$ cat config.mk
export PLATFORM = sky130hd
export DESIGN_NAME = fmul_arbiter
export DESIGN_NICKNAME = d
export VERILOG_FILES = /design/src/rtl/fmul_arbiter.sv
export SDC_FILE = /design/constraint.sdc
export NUM_CORES = 1
export LEC_CHECK = 0
export CAP_MARGIN = 20
export CORE_AREA = 2 2 165 167
export CTS_BUF_LIST = sky130_fd_sc_hd__clkbuf_8
export DETAILED_ROUTE_END_ITERATION = 6
export DIE_AREA = 0 0 167 169
export GPL_TIMING_DRIVEN = 0
export HOLD_SLACK_MARGIN = 0.02
export REMOVE_ABC_BUFFERS = 1
export SETUP_SLACK_MARGIN = 0.3
export SYNTH_ARGS = -nofsm -noshare
export SYNTH_HDL_FRONTEND = slang
export SYNTH_SLANG_ARGS = --single-unit
$ cat constraint.sdc
create_clock -name clk -period 2 [get_ports clk]
set_clock_uncertainty 0.15 [all_clocks]
set_input_delay 0.2 -clock clk [delete_from_list [all_inputs] [get_ports clk]]
set_output_delay 0.2 -clock clk [all_outputs]
set_load 0.005 [all_outputs]
$ cat src/rtl/fmul_arbiter.sv
// fmul_arbiter: shares one FMUL32 multiplier between NREQ requesters.
// Each accepted request drives the multiplier for LATENCY cycles; the
// result and val flag are then captured and returned to the owner.
// Optional macro FMUL_ARB_FIXED_PRIO_EN replaces round-robin selection
// with fixed priority (lowest requester index always wins).
module fmul_arbiter #(
   parameter int NREQ    = 4,
   parameter int DATA_W  = 32,
   parameter int LATENCY = 2
) (
   input  logic                   clk,
   input  logic                   rst,
   input  logic [NREQ-1:0]        req_valid,
   output logic [NREQ-1:0]        req_ready,
   input  logic [NREQ*DATA_W-1:0] req_op1,
   input  logic [NREQ*DATA_W-1:0] req_op2,
   input  logic [NREQ*2-1:0]      req_opc,
   input  logic [NREQ*2-1:0]      req_r_mode,
   output logic [NREQ-1:0]        resp_valid,
   input  logic [NREQ-1:0]        resp_ready,
   output logic [DATA_W-1:0]      resp_data,
   output logic                   resp_flag,
   output logic [DATA_W-1:0]      fmul_op1,
   output logic [DATA_W-1:0]      fmul_op2,
   output logic [1:0]             fmul_opc,
   output logic [1:0]             fmul_r_mode,
   input  logic [DATA_W-1:0]      fmul_result,
   input  logic                   fmul_val,
   output logic                   busy
);

   localparam int IDX_W = (NREQ > 1) ? $clog2(NREQ) : 1;
   localparam int CNT_W = $clog2(LATENCY + 1);

   typedef enum logic [1:0] {
      IDLE = 2'd0,
      WAIT = 2'd1,
      RESP = 2'd2
   } state_t;

   state_t            r_state;
   state_t            w_nextState;
   logic [IDX_W-1:0]  r_owner;
   logic [CNT_W-1:0]  r_cnt;
   logic [IDX_W-1:0]  w_start;
   logic [IDX_W-1:0]  w_winner;
   logic              w_found;
   logic              w_accept;

`ifdef FMUL_ARB_FIXED_PRIO_EN
   assign w_start = '0;
`else
   logic [IDX_W-1:0]  r_ptr;

   assign w_start = r_ptr;

   // Round-robin pointer moves just past the requester that was granted
   always_ff @(posedge clk) begin
      if (rst) begin
         r_ptr <= '0;
      end else if (w_accept) begin
         r_ptr <= (w_winner == IDX_W'(NREQ - 1)) ? '0 : w_winner + IDX_W'(1);
      end
   end
`endif

   // Search requesters starting at w_start, wrapping, first valid one wins
   always_comb begin
      w_found  = 1'b0;
      w_winner = '0;
      for (int k = 0; k < NREQ; k++) begin
         if (!w_found && req_valid[(int'(w_start) + k) % NREQ]) begin
            w_found  = 1'b1;
            w_winner = IDX_W'((int'(w_start) + k) % NREQ);
         end
      end
   end

   assign w_accept = (r_state == IDLE) && w_found;
   assign busy     = (r_state != IDLE);

   // Grant is offered only while idle, one-hot at the search winner
   always_comb begin
      req_ready = '0;
      if (w_accept) begin
         req_ready[w_winner] = 1'b1;
      end
   end

   // State register
   always_ff @(posedge clk) begin
      if (rst) begin
         r_state <= IDLE;
      end else begin
         r_state <= w_nextState;
      end
   end

   // Next-state logic: grant, hold operands for LATENCY cycles, then respond
   always_comb begin
      w_nextState = r_state;
      case (r_state)
         IDLE: begin
            if (w_found) begin
               w_nextState = WAIT;
            end
         end
         WAIT: begin
            if (r_cnt == CNT_W'(1)) begin
               w_nextState = RESP;
            end
         end
         RESP: begin
            if (resp_ready[r_owner]) begin
               w_nextState = IDLE;
            end
         end
         default: w_nextState = IDLE;
      endcase
   end

   // Datapath: latch the winner's operands, count down, capture and release the result
   always_ff @(posedge clk) begin
      if (rst) begin
         r_owner     <= '0;
         r_cnt       <= '0;
         fmul_op1    <= '0;
         fmul_op2    <= '0;
         fmul_opc    <= '0;
         fmul_r_mode <= '0;
         resp_data   <= '0;
         resp_flag   <= 1'b0;
         resp_valid  <= '0;
      end else begin
         case (r_state)
            IDLE: begin
               if (w_found) begin
                  fmul_op1    <= req_op1[w_winner*DATA_W +: DATA_W];
                  fmul_op2    <= req_op2[w_winner*DATA_W +: DATA_W];
                  fmul_opc    <= req_opc[w_winner*2 +: 2];
                  fmul_r_mode <= req_r_mode[w_winner*2 +: 2];
                  r_owner     <= w_winner;
                  r_cnt       <= CNT_W'(LATENCY);
               end
            end
            WAIT: begin
               r_cnt <= r_cnt - CNT_W'(1);
               if (r_cnt == CNT_W'(1)) begin
                  resp_data  <= fmul_result;
                  resp_flag  <= fmul_val;
                  resp_valid <= NREQ'(1) << r_owner;
               end
            end
            RESP: begin
               if (resp_ready[r_owner]) begin
                  resp_valid <= '0;
               end
            end
            default: begin
               resp_valid <= '0;
            end
         endcase
      end
   end

endmodule

## After elaboration in Yosys (flattened, before gate mapping)

Cells that the tools add are included.

- Reduce and logical (&&, ||, !) cells: 19
- Equality and inequality tests: 7
- Add/sub/neg operators: 5
- Multiplexer cells: 34
- Shift-type cells: 5
- Magnitude comparators: 7
- Bitwise logic cells: 4

Operators by type and width:

| kind | count |
|---|---|
| 128-bit by 8-bit indexed part select with 32-bit output | 2 |
| 2-bit 2-to-1 mux | 9 |
| 8-bit by 4-bit indexed part select with 2-bit output | 2 |
| 1-bit 2-to-1 mux | 13 |
| 3-bit by 4-bit less-than comparator with 1-bit output, second input constant | 3 |
| 4-bit 2-to-1 mux | 3 |
| 4-bit case mux with 3 select lines | 1 |
| 1-bit binary-select mux with 2-bit select | 5 |
| 2-bit by 3-bit less-than comparator with 1-bit output, second input constant | 3 |
| 2-bit inequality test, second input constant | 3 |
| 2-bit case mux with 3 select lines | 1 |
| 2-bit AND reduction | 3 |
| 3-bit AND reduction | 2 |
| 2-bit OR reduction | 3 |
| 1-bit logical AND | 5 |
| 2-bit by 1-bit adder with 2-bit output, second input constant | 2 |
| 2-bit adder, second input constant | 2 |
| 2-bit by 1-bit == test with 1-bit output, second input constant | 2 |
| 2-bit == test, second input constant | 2 |
| 2-bit case mux with 2 select lines | 1 |
| 2-bit nonzero test | 2 |
| 1-bit by 2-bit << shifter with 4-bit output, first input constant | 1 |
| 1-bit bitwise AND, first input constant | 3 |
| 1-bit logical NOT | 3 |
| 5 further kinds | 5 |

- Flip-flop bits (word level): 113
- Output and inout port bits: 110
- Word-level logic and storage cells: 92
- Input port bits: 315

## Logic depth before layout (Yosys ltp)

- Word-level depth: 19
- Gate-level depth with buffers: 9
- Depth with buffers taken out: 6

## Worst setup path after synthesis

Ideal clock, no wire load.

- Kind: register to register
- Start point: reg r_ptr[0]
- End point: reg r_ptr[0]
- Buffers on the path: 3
- Cell stages (with the launch flop): 10
- Arrival time: 1.848 ns
- Setup slack: -0.069 ns
- Period minus slack after synthesis: 2.069 ns
- Required time: 1.779 ns
- Library setup time: 0.071 ns
- Cells stage by stage: dfxtp_1 -> nand2b_1 -> nor2b_1 -> o22a_1 -> buf_4 -> buf_6 -> buf_6 -> ha_1 -> or3_1 -> a21oi_1

- Longest elaborated chain between the ends: 14
- Elaborated cells between the ends (all ways): 32
- Those cells by class: 4 x add/sub; 1 x eq/ne; 20 x mux; 7 x reduce/logical

RTL lines:

| element | RTL line | RTL |
|---|---|---|
| start, declared | 53 | `logic [IDX_W-1:0] r_ptr;` |
| start signal, assigned | 62 | `r_ptr <= (w_winner == IDX_W'(NREQ - 1)) ? '0 : w_winner + IDX_W'(1);` |
| 2-bit by 1-bit adder with 2-bit output or 1-bit binary-select mux with 2-bit select (tied branches) | 72, 74 |  |
| 1-bit binary-select mux with 2-bit select or 1-bit 2-to-1 mux (tied branches) | 72 | `if (!w_found && req_valid[(int'(w_start) + k) % NREQ]) begin` |
| 1-bit 2-to-1 mux (not written as such) | 72 |  |
| 1-bit 2-to-1 mux (not written as such) or 1-bit logical NOT (tied branches) | 72 |  |
| 1-bit logical AND | 72 |  |
| 1-bit 2-to-1 mux | 72 |  |
| 1-bit logical NOT | 72 |  |
| 1-bit logical AND | 72 |  |
| 1-bit 2-to-1 mux | 72 |  |
| 1-bit logical NOT | 72 |  |
| 1-bit logical AND | 72 |  |
| 2-bit 2-to-1 mux | 72 |  |
| 2-bit by 1-bit adder with 2-bit output or 2-bit == test (tied branches) | 62 |  |
| 2-bit 2-to-1 mux | 62 |  |

Several ways; a longest one is shown, not always the timed one. The select of a mux whose other input is x is not followed.
A chain may end at the register's enable or synchronous reset.

## Final worst setup path

- Start point: reg r_ptr[0]
- End point: out req_ready[3]

- Longest elaborated chain between the ends: 17
- Elaborated cells between the ends (all ways): 35
- Those cells by class: 3 x add/sub; 2 x order compare; 22 x mux; 8 x reduce/logical

RTL lines:

| element | RTL line | RTL |
|---|---|---|
| 2-bit by 1-bit adder with 2-bit output or 1-bit binary-select mux with 2-bit select (tied branches) | 72, 74 |  |
| 1-bit binary-select mux with 2-bit select or 1-bit 2-to-1 mux (tied branches) | 72 |  |
| 1-bit 2-to-1 mux (not written as such) | 72 |  |
| 1-bit 2-to-1 mux (not written as such) or 1-bit logical NOT (tied branches) | 72 |  |
| 1-bit logical AND | 72 |  |
| 1-bit 2-to-1 mux | 72 |  |
| 1-bit logical NOT | 72 |  |
| 1-bit logical AND | 72 |  |
| 1-bit 2-to-1 mux | 72 |  |
| 1-bit logical NOT | 72 |  |
| 1-bit logical AND | 72 |  |
| 2-bit 2-to-1 mux | 72 |  |
| 2-bit by 3-bit less-than comparator with 1-bit output (not written as such) or 2-bit by 1-bit greater-or-equal comparator with 1-bit output (tied branches) | 86 | `req_ready[w_winner] = 1'b1;` |
| 1-bit logical AND (not written as such) | 86 |  |
| 1-bit 2-to-1 mux (not written as such) | 86 |  |
| 1-bit demux with 2-bit select | 86 |  |
| 4-bit 2-to-1 mux * | 85 | `if (w_accept) begin` |
| end, declared | 14 | `output logic [NREQ-1:0] req_ready,` |

Mark *: on every way between the ends. The rest lies on a longest branch, timed or not. The select of a mux whose other input is x is not followed.

==> flow_summary.ini <==
[cells_and_area]
drive_above_1_share = 0.216
mostFrequentLayoutCells = clkdlybuf4s50_1 (335), nand2_1 (141), dfxtp_1 (100)
nets = 1395
syn_to_final_growth_pct = 118
layout_commonest_cell = clkdlybuf4s50_1

[synth]
yosysUniqueCellTypes = 39
synth.yosys.seq_area_share = 0.388
syn-instance-count = 608
syn_area_per_cell_um2 = 9.59
yosysWarningCount = 0
ys_ff_latch = 113
synth_area_um2 = 5830

[timing]
relSlewSlack = 0.658
finalHoldViolations = 0
rsz0062_at_grt = yes
period_needed_ns = 2.20
max_freq_ghz = 0.455
worst_hold_slack_ns = 0.0725
period_share = 1.10
worst_slew_pin_slew_ns = 0.514
tns_ns = -7.25
worst_slack_ns = -0.197
setup_violations = 62
report.final.slew_viol_count = 0

[min_path]
holdPathStages = 2
hold_class = input port to flip-flop
hp-start = rst
worstHoldEndpoint = r_state[1]

[global_routing]
grt_pass1_wl_um = 40100
overflow = 0
grt_pass1_vias = 6615
grt_max_degree = 36
antenna_found_initial = 2
grtUsageTotal = 0.188

[route]
drtPass1Iterations = 5
via_count = 6598
drc = 0
routed_wl_um = 30500
viasPerCell = 4.60
drtIter0Drc = 238
detail-route-antenna-nets = 0
wl_per_cell_um = 21.3

[clock_network]
htreeDepth = 4
cts_root_buf = clkbuf_8
clk_pin_slew_ns = 0.07
cts.sinks = 113
cts_hold_buf = 0
clock_path_buffers = 2
clock_latency_ns = 0.44
cts_tree = built
cts_inserted_buffers = 17

[run_status]
status = complete, but fails checks
violations = setup timing

[pwr]
p_total_w = 0.00927
ir_worst_vdd_v = 0.000378
power_density_nw_per_um2 = 728
leakage_nw = 5.53

[floorplanning]
ios = 425
die_h_um = 169
fp.dieW_um = 167
rows = 60
start_util = 0.220
core_um2 = 26500
dieArea_um2 = 28200

[place]
gp_congestion = 0.736
dp_slack_ns = -1.34
dp_hpwl_um = 17900
io_buffers = 424

[setup_path]
timing.rr.end = fmul_op1[23]
r2r_slack_ns = -0.18
reg2reg_depth = 10
path_max_fanout = 3
rr_startpoint = r_ptr[1]
worstSetupStartpointType = flip-flop
required_ns = 1.65
cp-end-kind = primary output
path_class = flip-flop to primary output
arrival_ns = 1.85

[run]
drv_cap = 0
==> cells in the mapped netlist <==
master / n / area [µm²]
clkbuf_1: 18 / 67.6
or3_1: 1 / 6.26
a31o_1: 1 / 8.76
inv_2: 1 / 3.75
nor2b_1: 5 / 31.3
dfxtp_1: 113 / 2260
nor2_8: 1 / 20.0
a31oi_2: 1 / 12.5
inv_1: 4 / 15.0
o22ai_1: 1 / 6.26
a32oi_1: 1 / 8.76
a22oi_1: 1 / 7.51
o221ai_1: 48 / 420
buf_2: 12 / 60.1
nor3_1: 1 / 5.00
mux2i_1: 138 / 1380
nor2_2: 1 / 6.26
buf_6: 14 / 158
ha_1: 2 / 25.0
a211oi_2: 1 / 12.5
o21ai_1: 1 / 5.00
buf_4: 3 / 22.5
o221ai_2: 20 / 300
buf_1: 2 / 7.51
buf_8: 1 / 15.0
and2_1: 2 / 12.5
nor2_1: 11 / 41.3
o21ai_0: 2 / 10.0
a21oi_1: 42 / 210
nand2_1: 143 / 537
a21o_1: 2 / 15.0
a221oi_1: 2 / 17.5
nand2b_1: 5 / 31.3
or2_4: 1 / 8.76
mux2_2: 1 / 11.3
buf_12: 2 / 40.0
nor3b_1: 1 / 7.51
nand2_4: 1 / 11.3
o22a_1: 1 / 8.76
==> cell families (layout without fill, tap and decap cells) <==
group / after synthesis / after routing / synth area share
AND/OR/NAND/NOR: 173 / 182 / 0.123
multiplexers: 139 / 139 / 0.239
AO/OA/AOI/OAI: 124 / 125 / 0.179
flip-flops: 113 / 113 / 0.388
buffers and inverters: 57 / 529 / 0.0667
adder cells (fa/ha/maj): 2 / 2 / 0.00429
other: 0 / 2 / 0
==> layout make-up <==
type	count	area, µm²
clock inverters	12	158
well taps	341	427
fillers	2458	13800
clock buffers	19	262
repair buffers	493	5560
flip-flops and latches	113	2280
multi-input cells	448	4010
diodes	2	5.00
inverters	5	18.8
==> state kept, by name, indices dropped and copies added (netlist names) <==
signal,count
fmul_op1,32
fmul_op2,32
fmul_opc,2
fmul_r_mode,2
r_cnt,2
r_owner,2
r_ptr,2
r_state,2
resp_data,32
resp_flag,1
resp_valid,4
==> stage by stage <==
stage	instance area [µm²]	util	cells
floorplan	5460	-	556
global placement	10100	0.382	1321
detailed placement	10400	0.391	1329
CTS	11300	0.427	1390
global route	12700	0.480	1433
finish	12700	0.480	1433
==> power breakdown <==
| part | switching, W | internal, W | total, W |
|---|---|---|---|
| combinational | 0.00168 | 0.00247 | 0.00415 |
| clock | 0.00109 | 0.00130 | 0.00239 |
| sequential | 0.000160 | 0.00256 | 0.00273 |
==> what timing repair did <==
action,in CTS,in global routing
endpoints found under the setup margin,145,150
pin swaps,5,47
buffers inserted,19,25
cloned,11,16
gates resized for setup,91,187
==> per-layer routing <==
metal  track usage  part of all wire  wire [µm]  vias to the layer above
met3        0.0676             0.074       2250                       25
met5             0                 0          0                        -
li1              -                 -          -                     3190
met4        0.0551             0.016        495                        0
met2         0.337              0.51      15600                      290
met1         0.209              0.40      12100                     3093
==> worst max path at each step <==
stage	slack [ns]	endpoint	from
finish	-0.20	req_ready[3]	r_ptr[0]
global route	-0.29	req_ready[1]	req_valid[2]
CTS	-0.22	req_ready[3]	r_ptr[0]
detailed placement	-1.34	fmul_op2[7]	req_valid[1]
global placement	-6.91	fmul_op2[7]	req_valid[0]
floorplan	-4.22	r_ptr[1]	r_ptr[1]
==> critical path, stage by stage (launching register included) <==
cell	delay, ns
dfxtp_4	0.35
nand2b_4	0.15
nor2b_4	0.13
o22a_4	0.25
buf_6	0.13
ha_4	0.15
and2_4	0.13
buf_6	0.11
Power figures use the tool's default switching activity.
